==> src/rtl/sprite_draw_engine.sv <==
// sprite_draw_engine: one on-screen sprite. Holds the sprite position and a colour
// ROM, and turns LOAD / MOVE / CLEAR / REDRAW commands into erase/draw pixel
// streams for a downstream plot writer. The writer can stall the stream with pix_ready.
//
// The ROM image is the ROM_IMAGE parameter: SPR_W*SPR_H words of COL_W bits,
// raster order, word i at bits [i*COL_W +: COL_W].
//
// Optional feature macro: SPRITE_TRANSPARENCY_EN. When it is defined, DRAW skips
// ROM words equal to 0, so those pixels are not emitted. ERASE is unaffected.
//
// Ports:
//   clk, resetn            clock, synchronous active-low reset
//   cmd_valid/cmd_ready    command handshake (ready only while idle)
//   cmd_op                 00 LOAD, 01 MOVE, 10 CLEAR, 11 REDRAW
//   cmd_dx/cmd_dy          signed deltas for MOVE
//   load_x/load_y          absolute position for LOAD
//   pix_valid/pix_ready    pixel handshake
//   pix_x/pix_y/pix_colour pixel word
//   done                   one-cycle pulse when a command finishes
//   pos_x/pos_y            current sprite position
module sprite_draw_engine #(
    parameter int unsigned SPR_W  = 16,
    parameter int unsigned SPR_H  = 4,
    parameter int unsigned X_W    = 8,
    parameter int unsigned Y_W    = 7,
    parameter int unsigned COL_W  = 12,
    parameter int unsigned INIT_X = 180,
    parameter int unsigned INIT_Y = 100,
    parameter logic [SPR_W*SPR_H*COL_W-1:0] ROM_IMAGE = '0
) (
    input  logic             clk,
    input  logic             resetn,
    input  logic             cmd_valid,
    output logic             cmd_ready,
    input  logic [1:0]       cmd_op,
    input  logic [X_W-1:0]   cmd_dx,
    input  logic [Y_W-1:0]   cmd_dy,
    input  logic [X_W-1:0]   load_x,
    input  logic [Y_W-1:0]   load_y,
    output logic             pix_valid,
    input  logic             pix_ready,
    output logic [X_W-1:0]   pix_x,
    output logic [Y_W-1:0]   pix_y,
    output logic [COL_W-1:0] pix_colour,
    output logic             done,
    output logic [X_W-1:0]   pos_x,
    output logic [Y_W-1:0]   pos_y
);

    localparam int unsigned N        = SPR_W * SPR_H;
    localparam int unsigned PTR_W    = $clog2(N);
    localparam int unsigned COL_BITS = $clog2(SPR_W);
    localparam logic [PTR_W-1:0] LAST = PTR_W'(N - 1);

    localparam logic [1:0] OP_LOAD   = 2'b00;
    localparam logic [1:0] OP_MOVE   = 2'b01;
    localparam logic [1:0] OP_REDRAW = 2'b11;

    typedef enum logic [1:0] {S_IDLE, S_ERASE, S_DRAW, S_DONE} state_t;

    state_t           state, state_nxt;
    logic [PTR_W-1:0] ptr, ptr_nxt;
    logic [X_W-1:0]   pos_x_nxt;
    logic [Y_W-1:0]   pos_y_nxt;
    logic [1:0]       op_q;
    logic [X_W-1:0]   dx_q, lx_q;
    logic [Y_W-1:0]   dy_q, ly_q;
    logic             accept;
    logic             advance;
    logic             emit;
    logic [X_W-1:0]   pix_x_nxt;
    logic [Y_W-1:0]   pix_y_nxt;
    logic [COL_W-1:0] pix_colour_nxt;

    // Unpack the ROM image into addressable words
    logic [COL_W-1:0] rom [N];
    for (genvar g = 0; g < N; g++) begin : g_rom
        assign rom[g] = ROM_IMAGE[g*COL_W +: COL_W];
    end

    // Next-state, pointer walk, position update and next pixel word
    always_comb begin
        state_nxt      = state;
        ptr_nxt        = ptr;
        pos_x_nxt      = pos_x;
        pos_y_nxt      = pos_y;
        accept         = 1'b0;
        emit           = 1'b0;
        pix_colour_nxt = '0;
        // A slot that holds no valid pixel (a transparent skip) is consumed unconditionally
        advance        = pix_ready || !pix_valid;

        case (state)
            S_IDLE: begin
                if (cmd_valid) begin
                    accept = 1'b1;
                    case (cmd_op)
                        OP_LOAD:   state_nxt = S_DONE;
                        OP_REDRAW: state_nxt = S_DRAW;
                        default:   state_nxt = S_ERASE;
                    endcase
                end
            end
            S_ERASE: begin
                if (advance) begin
                    if (ptr == LAST) begin
                        ptr_nxt = '0;
                        if (op_q == OP_MOVE) begin
                            state_nxt = S_DRAW;
                            pos_x_nxt = pos_x + dx_q;
                            pos_y_nxt = pos_y + dy_q;
                        end else begin
                            state_nxt = S_DONE;
                        end
                    end else begin
                        ptr_nxt = ptr + PTR_W'(1);
                    end
                end
            end
            S_DRAW: begin
                if (advance) begin
                    if (ptr == LAST) begin
                        ptr_nxt   = '0;
                        state_nxt = S_DONE;
                    end else begin
                        ptr_nxt = ptr + PTR_W'(1);
                    end
                end
            end
            S_DONE: begin
                state_nxt = S_IDLE;
                if (op_q == OP_LOAD) begin
                    pos_x_nxt = lx_q;
                    pos_y_nxt = ly_q;
                end
            end
            default: state_nxt = S_IDLE;
        endcase

        // Pixel word for the slot the pointer moves to; ERASE uses the old position
        if (state_nxt == S_ERASE) begin
            emit = 1'b1;
        end else if (state_nxt == S_DRAW) begin
            pix_colour_nxt = rom[ptr_nxt];
`ifdef SPRITE_TRANSPARENCY_EN
            emit = |rom[ptr_nxt];
`else
            emit = 1'b1;
`endif
        end
        pix_x_nxt = pos_x_nxt + X_W'(ptr_nxt[COL_BITS-1:0]);
        pix_y_nxt = pos_y_nxt + Y_W'(ptr_nxt >> COL_BITS);
    end

    // State, position, operand latches and registered outputs
    always_ff @(posedge clk) begin
        if (!resetn) begin
            state      <= S_IDLE;
            ptr        <= '0;
            pos_x      <= X_W'(INIT_X);
            pos_y      <= Y_W'(INIT_Y);
            op_q       <= '0;
            dx_q       <= '0;
            dy_q       <= '0;
            lx_q       <= '0;
            ly_q       <= '0;
            pix_valid  <= 1'b0;
            pix_x      <= '0;
            pix_y      <= '0;
            pix_colour <= '0;
            done       <= 1'b0;
            cmd_ready  <= 1'b1;
        end else begin
            state     <= state_nxt;
            ptr       <= ptr_nxt;
            pos_x     <= pos_x_nxt;
            pos_y     <= pos_y_nxt;
            pix_valid <= emit;
            done      <= (state == S_DONE);
            cmd_ready <= (state_nxt == S_IDLE);
            if (accept) begin
                op_q <= cmd_op;
                dx_q <= cmd_dx;
                dy_q <= cmd_dy;
                lx_q <= load_x;
                ly_q <= load_y;
            end
            // Pixel word only changes when a new one is presented
            if (emit) begin
                pix_x      <= pix_x_nxt;
                pix_y      <= pix_y_nxt;
                pix_colour <= pix_colour_nxt;
            end
        end
    end

endmodule
==> config.mk <==
export PLATFORM = sky130hd
export DESIGN_NAME = sprite_draw_engine
export DESIGN_NICKNAME = d
export VERILOG_FILES = /design/src/rtl/sprite_draw_engine.sv
export SDC_FILE = /design/constraint.sdc
export NUM_CORES = 1
export LEC_CHECK = 0
export CAP_MARGIN = 20
export CELL_PAD_IN_SITES_DETAIL_PLACEMENT = 1
export CELL_PAD_IN_SITES_GLOBAL_PLACEMENT = 1
export CORE_MARGIN = 5
export CORE_UTILIZATION = 39
export CTS_BUF_LIST = sky130_fd_sc_hd__clkbuf_16
export CTS_CLUSTER_DIAMETER = 120
export DETAILED_ROUTE_END_ITERATION = 10
export GPL_TIMING_DRIVEN = 0
export PLACE_DENSITY = 0.88
export SLEW_MARGIN = 20
export SYNTH_ARGS = -nofsm -noshare
export SYNTH_HDL_FRONTEND = slang
export SYNTH_SLANG_ARGS = --single-unit
==> constraint.sdc <==
create_clock -name clk -period 4 [get_ports clk]
set_input_delay 0.6 -clock clk [delete_from_list [all_inputs] [get_ports clk]]
set_output_delay 0.6 -clock clk [all_outputs]
set_load 0.01 [all_outputs]
# After elaboration in Yosys (flattened, before gate mapping)
# Memories as Yosys holds them, arrays and structs flattened.
# Index checks and enable logic that the tools add are counted.
[classes]
n_addsub = 5
magnitude_cmp = 1
eq_ne = 8
n_mux = 29
n_bitwise = 1
reduce_logical = 7
[op_table]
columns = ["op", "count"]
rows = [
  ["$mux W12", 4],
  ["$mux W8", 4],
  ["$mux W7", 4],
  ["$mux W6", 3],
  ["$pmux W8 S2", 1],
  ["$pmux W7 S2", 1],
  ["$mux W2", 5],
  ["$add A8 B4 Y8", 1],
  ["$add A8 B8 Y8", 1],
  ["$eq A2 B2 Y1 const B", 4],
  ["$logic_not A2 Y1", 4],
  ["$pmux W2 S4", 1],
  ["$add A7 B2 Y7", 1],
  ["$add A7 B7 Y7", 1],
  ["$ge A7 B7 Y1 const B", 1],
  ["$not A6 Y7", 1],
  ["$add A6 B1 Y6 const B", 1],
  ["$eq A2 B1 Y1 const B", 3],
  ["$eq A6 B6 Y1 const B", 1],
  ["$mux W1", 5],
  ["$pmux W2 S2", 1],
  ["$reduce_or A2 Y1", 1],
  ["$logic_not A1 Y1", 1],
  ["$logic_or A1 B1 Y1", 1],
]
[totals]
ff_bits = 85
mem_bits_ro = 768
input_bits = 36
wordCells = 67
n_memories = 1
[memory_table]
columns = ["name", "depth", "word_bits", "read_ports", "rd_ports_with_merged_regs", "wr", "line", "text"]
rows = [
  ["(no name shown)", 64, 12, 1, 0, 0, "144", "pix_colour_nxt = rom[ptr_nxt];"],
]

# Longest topological paths before layout
[logic_depth]
word_depth = 10
ltp_mapped = 17

# Worst setup path before layout
# OpenSTA, ideal clock, no wires.
[synth_path]
path_type = "flip-flop to flip-flop"
start = "reg state[1]"
end = "reg pix_x[7]"
setup_ns = 0.119
t_arrival_ns = 2.799
required_ns = 3.881
path_slack_ns = 1.082
path_stages_with_launch = 16
cell_sequence = "dfxtp_1 > inv_1 > ha_1 > nor4bb_1 > nand4_1 > and2_1 > buf_6 > a221o_1 > ha_1 > a21o_1 > a21oi_1 > nor2b_1 > o32ai_2 > a211oi_2 > xnor2_1 > o21ai_1"
[synth_via]
word_cells_on_any_way = 18
cone_classes = "1 x add/sub; 5 x eq/ne; 10 x mux; 2 x reduce/logical"
[synth_rtl]
columns = ["element", "line", "text"]
rows = [
  ["start, declared", "61", "state_t state, state_nxt;"],
  ["start signal, assigned", "174", "state <= state_nxt;"],
  ["$eq A2 B2 Y1 or $eq A2 B1 Y1 (tied branches)", "93", "case (state)"],
  ["$pmux W8 S2 *", "93", ""],
  ["named net pos_x_nxt[1]", "63", "logic [X_W-1:0] pos_x_nxt;"],
  ["$add A8 B4 Y8 *", "151", "pix_x_nxt = pos_x_nxt + X_W'(ptr_nxt[COL_BITS-1:0]);"],
  ["end signal, assigned", "190", "pix_x <= pix_x_nxt;"],
  ["end, declared", "42", "output logic [X_W-1:0] pix_x,"],
]
# Mark *: on every way through the listed nets, which the timed path passes. The rest lies on a longest branch.
# A chain may end at the register's enable or synchronous reset.

# Final worst setup path
# Same ends and word-level chain as after synthesis.

==> key figures <==
CTS
  • Clock tree root buffer cell: clkbuf_16
  • Number of instances resized during post-cts repair: 0
  • Clock net sink count: 73
  • Clock tree from TritonCTS: yes
  • Setup fix buffers added after clock tree synthesis: 0
  • Clock-pin slew on the worst setup and hold paths: 0.06 ns
  • Insertion delay to the later sink of the worst-skew pair: 0.34 ns
  • Cts bufs inserted: 9
  • Clock Path Buffers: 2
  • CTS hold repair buffers: 0
  • H-tree level count: 3

Global route
  • Number of antenna violations at the first check in global routing: 0
  • Global-route wire length before repair: 20800 µm
  • Global routing usage on met1: 23.9%
  • Met2 capacity usage during global routing: 37.2%
  • Busiest metal layer after global routing: met2
  • Met3 usage: 4.15%
  • Gr ovfl total: 0
  • Via count of the first global-routing pass: 4096
  • Largest net degree at the start of global routing: 12
  • Global routing usage summed across all routing layers: 20.7%

Place
  • Dpl hpwl: 9980 µm
  • Placement Cell Area: 4980 µm²
  • Final estimated routing congestion in global placement: 0.850
  • PortBufs: 68
  • Inst Count DP: 701

Job
  • Number of violations of the max-capacitance limit: 0

Floorplanning
  • Die Outline Area: 12600 µm²
  • Std cell rows: 37
  • Number of top-level pins: 81
  • Floorplan die width: 112 µm
  • Vertical die dimension: 112 µm
  • Placeable core region: 10300 µm²
  • Starting density of the core: 39.8%

Final layout
  • Layout cell share with drive strength beyond 1: 8.12%
  • Diodes inserted: 0
  • Area added between synthesis and finish: 27.9%
  • Post-layout instance area: 5230 µm²
  • Final design utilization: 50.9%
  • Non-filler cells in the finished layout: 715
  • NumNets Final: 643

Synth
  • Leading cell type by number of instances after synthesis: nand2_1
  • Mean instance size in the synthesized netlist: 8.41 µm²
  • Flip-flop cell with the highest count after synthesis: dfxtp_1
  • Fraction of the yosys area taken by sequential cells: 35.7%
  • Library cell occupying the most area in the post-synthesis netlist: dfxtp_1
  • Commonest cells post-synth: 91 x nand2_1, 73 x dfxtp_1, 43 x a21oi_1
  • Cell count after synthesis: 486
  • Async set or reset register ratio after synthesis: 0%
  • Count of distinct cell types in the synthesized netlist: 62
  • Area of the mapped netlist: 4090 µm²
  • Number of warnings printed during yosys synthesis: 0
  • Register bit count reported by yosys: 73
  • Share of Yosys cell area claimed by the top area cell type: 35.7%
  • Leading cell types by total area after synthesis: dfxtp_1 36%, nand2_1 8.4%, ha_1 8.3%
  • EDFF count, synth: 0

Route
  • Initial DRC Count: 136
  • Length of the first detailed-routing pass in iterations: 5
  • Total vias in the final route: 3818
  • Number of DRC violations after detailed routing: 0
  • Final routed wire length divided by cell count: 18.2 µm
  • Post-route antenna net violation count: 0
  • Vias per Instance: 5.34
  • Final wirelength: 13000 µm

Critical path
  • Beginning of the worst register-to-register path: state[1]
  • Data arrival time of the critical path: 3.86 ns
  • Critical setup path kind: flip-flop to flip-flop
  • Source of the critical timing path: state[1]
  • Highest fanout seen on the critical path: 7
  • Critical path capture point type: flip-flop
  • Required @ worst endpoint: 4.23 ns
  • Startpoint kind of the worst setup timing path: flip-flop

Timing
  • Worst Hold Margin: 0.448 ns
  • Relative slew slack: 53.0%
  • Max Clock Freq: 0.275 GHz
  • Max-slew violation count: 0
  • RSZ-0062 raised after global routing: false
  • Tmin final: 3.63 ns
  • Setup skew after layout: 0.00851 ns
  • Final worst-path cycle share: 90.7%
  • Total negative slack for setup checks: 0 ns
  • Final hold viol count: 0
  • Setup-failing EPs final: 0
  • Slew @ Worst Pin: 0.704 ns

Worst hold path
  • Hold Crit Class: flip-flop to flip-flop
  • Worst hold path startpoint: pix_y[6]

Power and ir drop
  • Power per cell area: 528 nW/µm²
  • Standby leakage power: 2.11 nW
  • Worst vdd rail ir drop: 0.000237 V

Run status
  • Run status: complete, no violations
## path summary, 6_finish.rpt
path,end,slack (ns),cells after the start
worst max-delay path,pix_x[7],0.37,14
worst min-delay path,pix_y[6],0.45,2
worst max register to register,pix_x[7],0.37,14
worst min register to register,pix_y[6],0.45,2
## metal layers
| layer | routed length [µm] | vias to the layer above |
|---|---|---|
| met5 | 0 | - |
| met4 | 454 | 0 |
| met3 | 620 | 30 |
| met2 | 6670 | 106 |
| met1 | 5280 | 1832 |
| li1 | - | 1850 |
## cells by family (layout without fill, tap and decap cells)
family | count (synthesis) | count (layout) | share of synthesized area, %
AO/OA/AOI/OAI | 107 | 107 | 18.7
AND/OR/NAND/NOR | 202 | 202 | 24.0
adder cells (fa/ha/maj) | 31 | 31 | 10.2
XOR/XNOR | 15 | 15 | 3.21
buffers and inverters | 47 | 129 | 5.63
other | 1 | 12 | 0.0917
flip-flops | 73 | 73 | 35.7
multiplexers | 10 | 10 | 2.45
## stage by stage
stage,total power [mW],setup WS (ns)
5_1_grt,2.93,0.108
6_report,2.76,0.370
2_1_floorplan,1.64,1.08
3_3_place_gp,1.99,0.214
4_1_cts,2.78,0.367
3_5_place_dp,2.06,0.103
## sequential cells by signal, indices dropped and copies added (netlist names)
| register | flops |
|---|---|
| dy_q | 7 |
| pos_x | 8 |
| state | 2 |
| pos_y | 7 |
| cmd_ready | 1 |
| dx_q | 8 |
| lx_q | 8 |
| ptr | 6 |
| pix_y | 7 |
| done | 1 |
| op_q | 2 |
| ly_q | 7 |
| pix_valid | 1 |
| pix_x | 8 |
## cell usage in the layout (no fill, tap or decap), drive strengths merged, types with 6 or more instances in the layout
cell type,n
o21ai,17
and2,13
nor2,39
mux2i,10
a211oi,7
nor3,11
clkdlybuf4s50,68
nand2,92
conb,12
a21o,6
ha,27
clkbuf,26
a21oi,43
nand3,8
inv,16
buf,14
xnor2,11
dfxtp,73
nor4,6
## where the power goes
part / internal, mW / switching [mW]
logic: 0.455 / 0.635
clock network: 0.406 / 0.311
registers: 0.855 / 0.101
total: 1.72 / 1.05
## final cells by class
cell class,count,area (µm²)
plain buffers,31,170
clock buffers,9,225
multi-input cells,377,2440
repair buffers,68,681
fillers,1256,5050
inverters,16,60.1
flip-flops and latches,73,1460
clock inverters,5,25.0
well taps,136,170
## critical path, stage by stage (launching register included)
cell and delay (ns):
dfxtp_1 0.41, ha_1 0.28, nor3b_4 0.43, nand2_1 0.31
and2_1 0.26, buf_6 0.14, a221o_1 0.33, ha_1 0.28
a21o_1 0.16, a21oi_1 0.23, nor2b_1 0.11, o32ai_2 0.20
a211oi_2 0.09, xnor2_1 0.21, o21ai_1 0.08
Note: power is estimated with default switching activity, not from simulation.
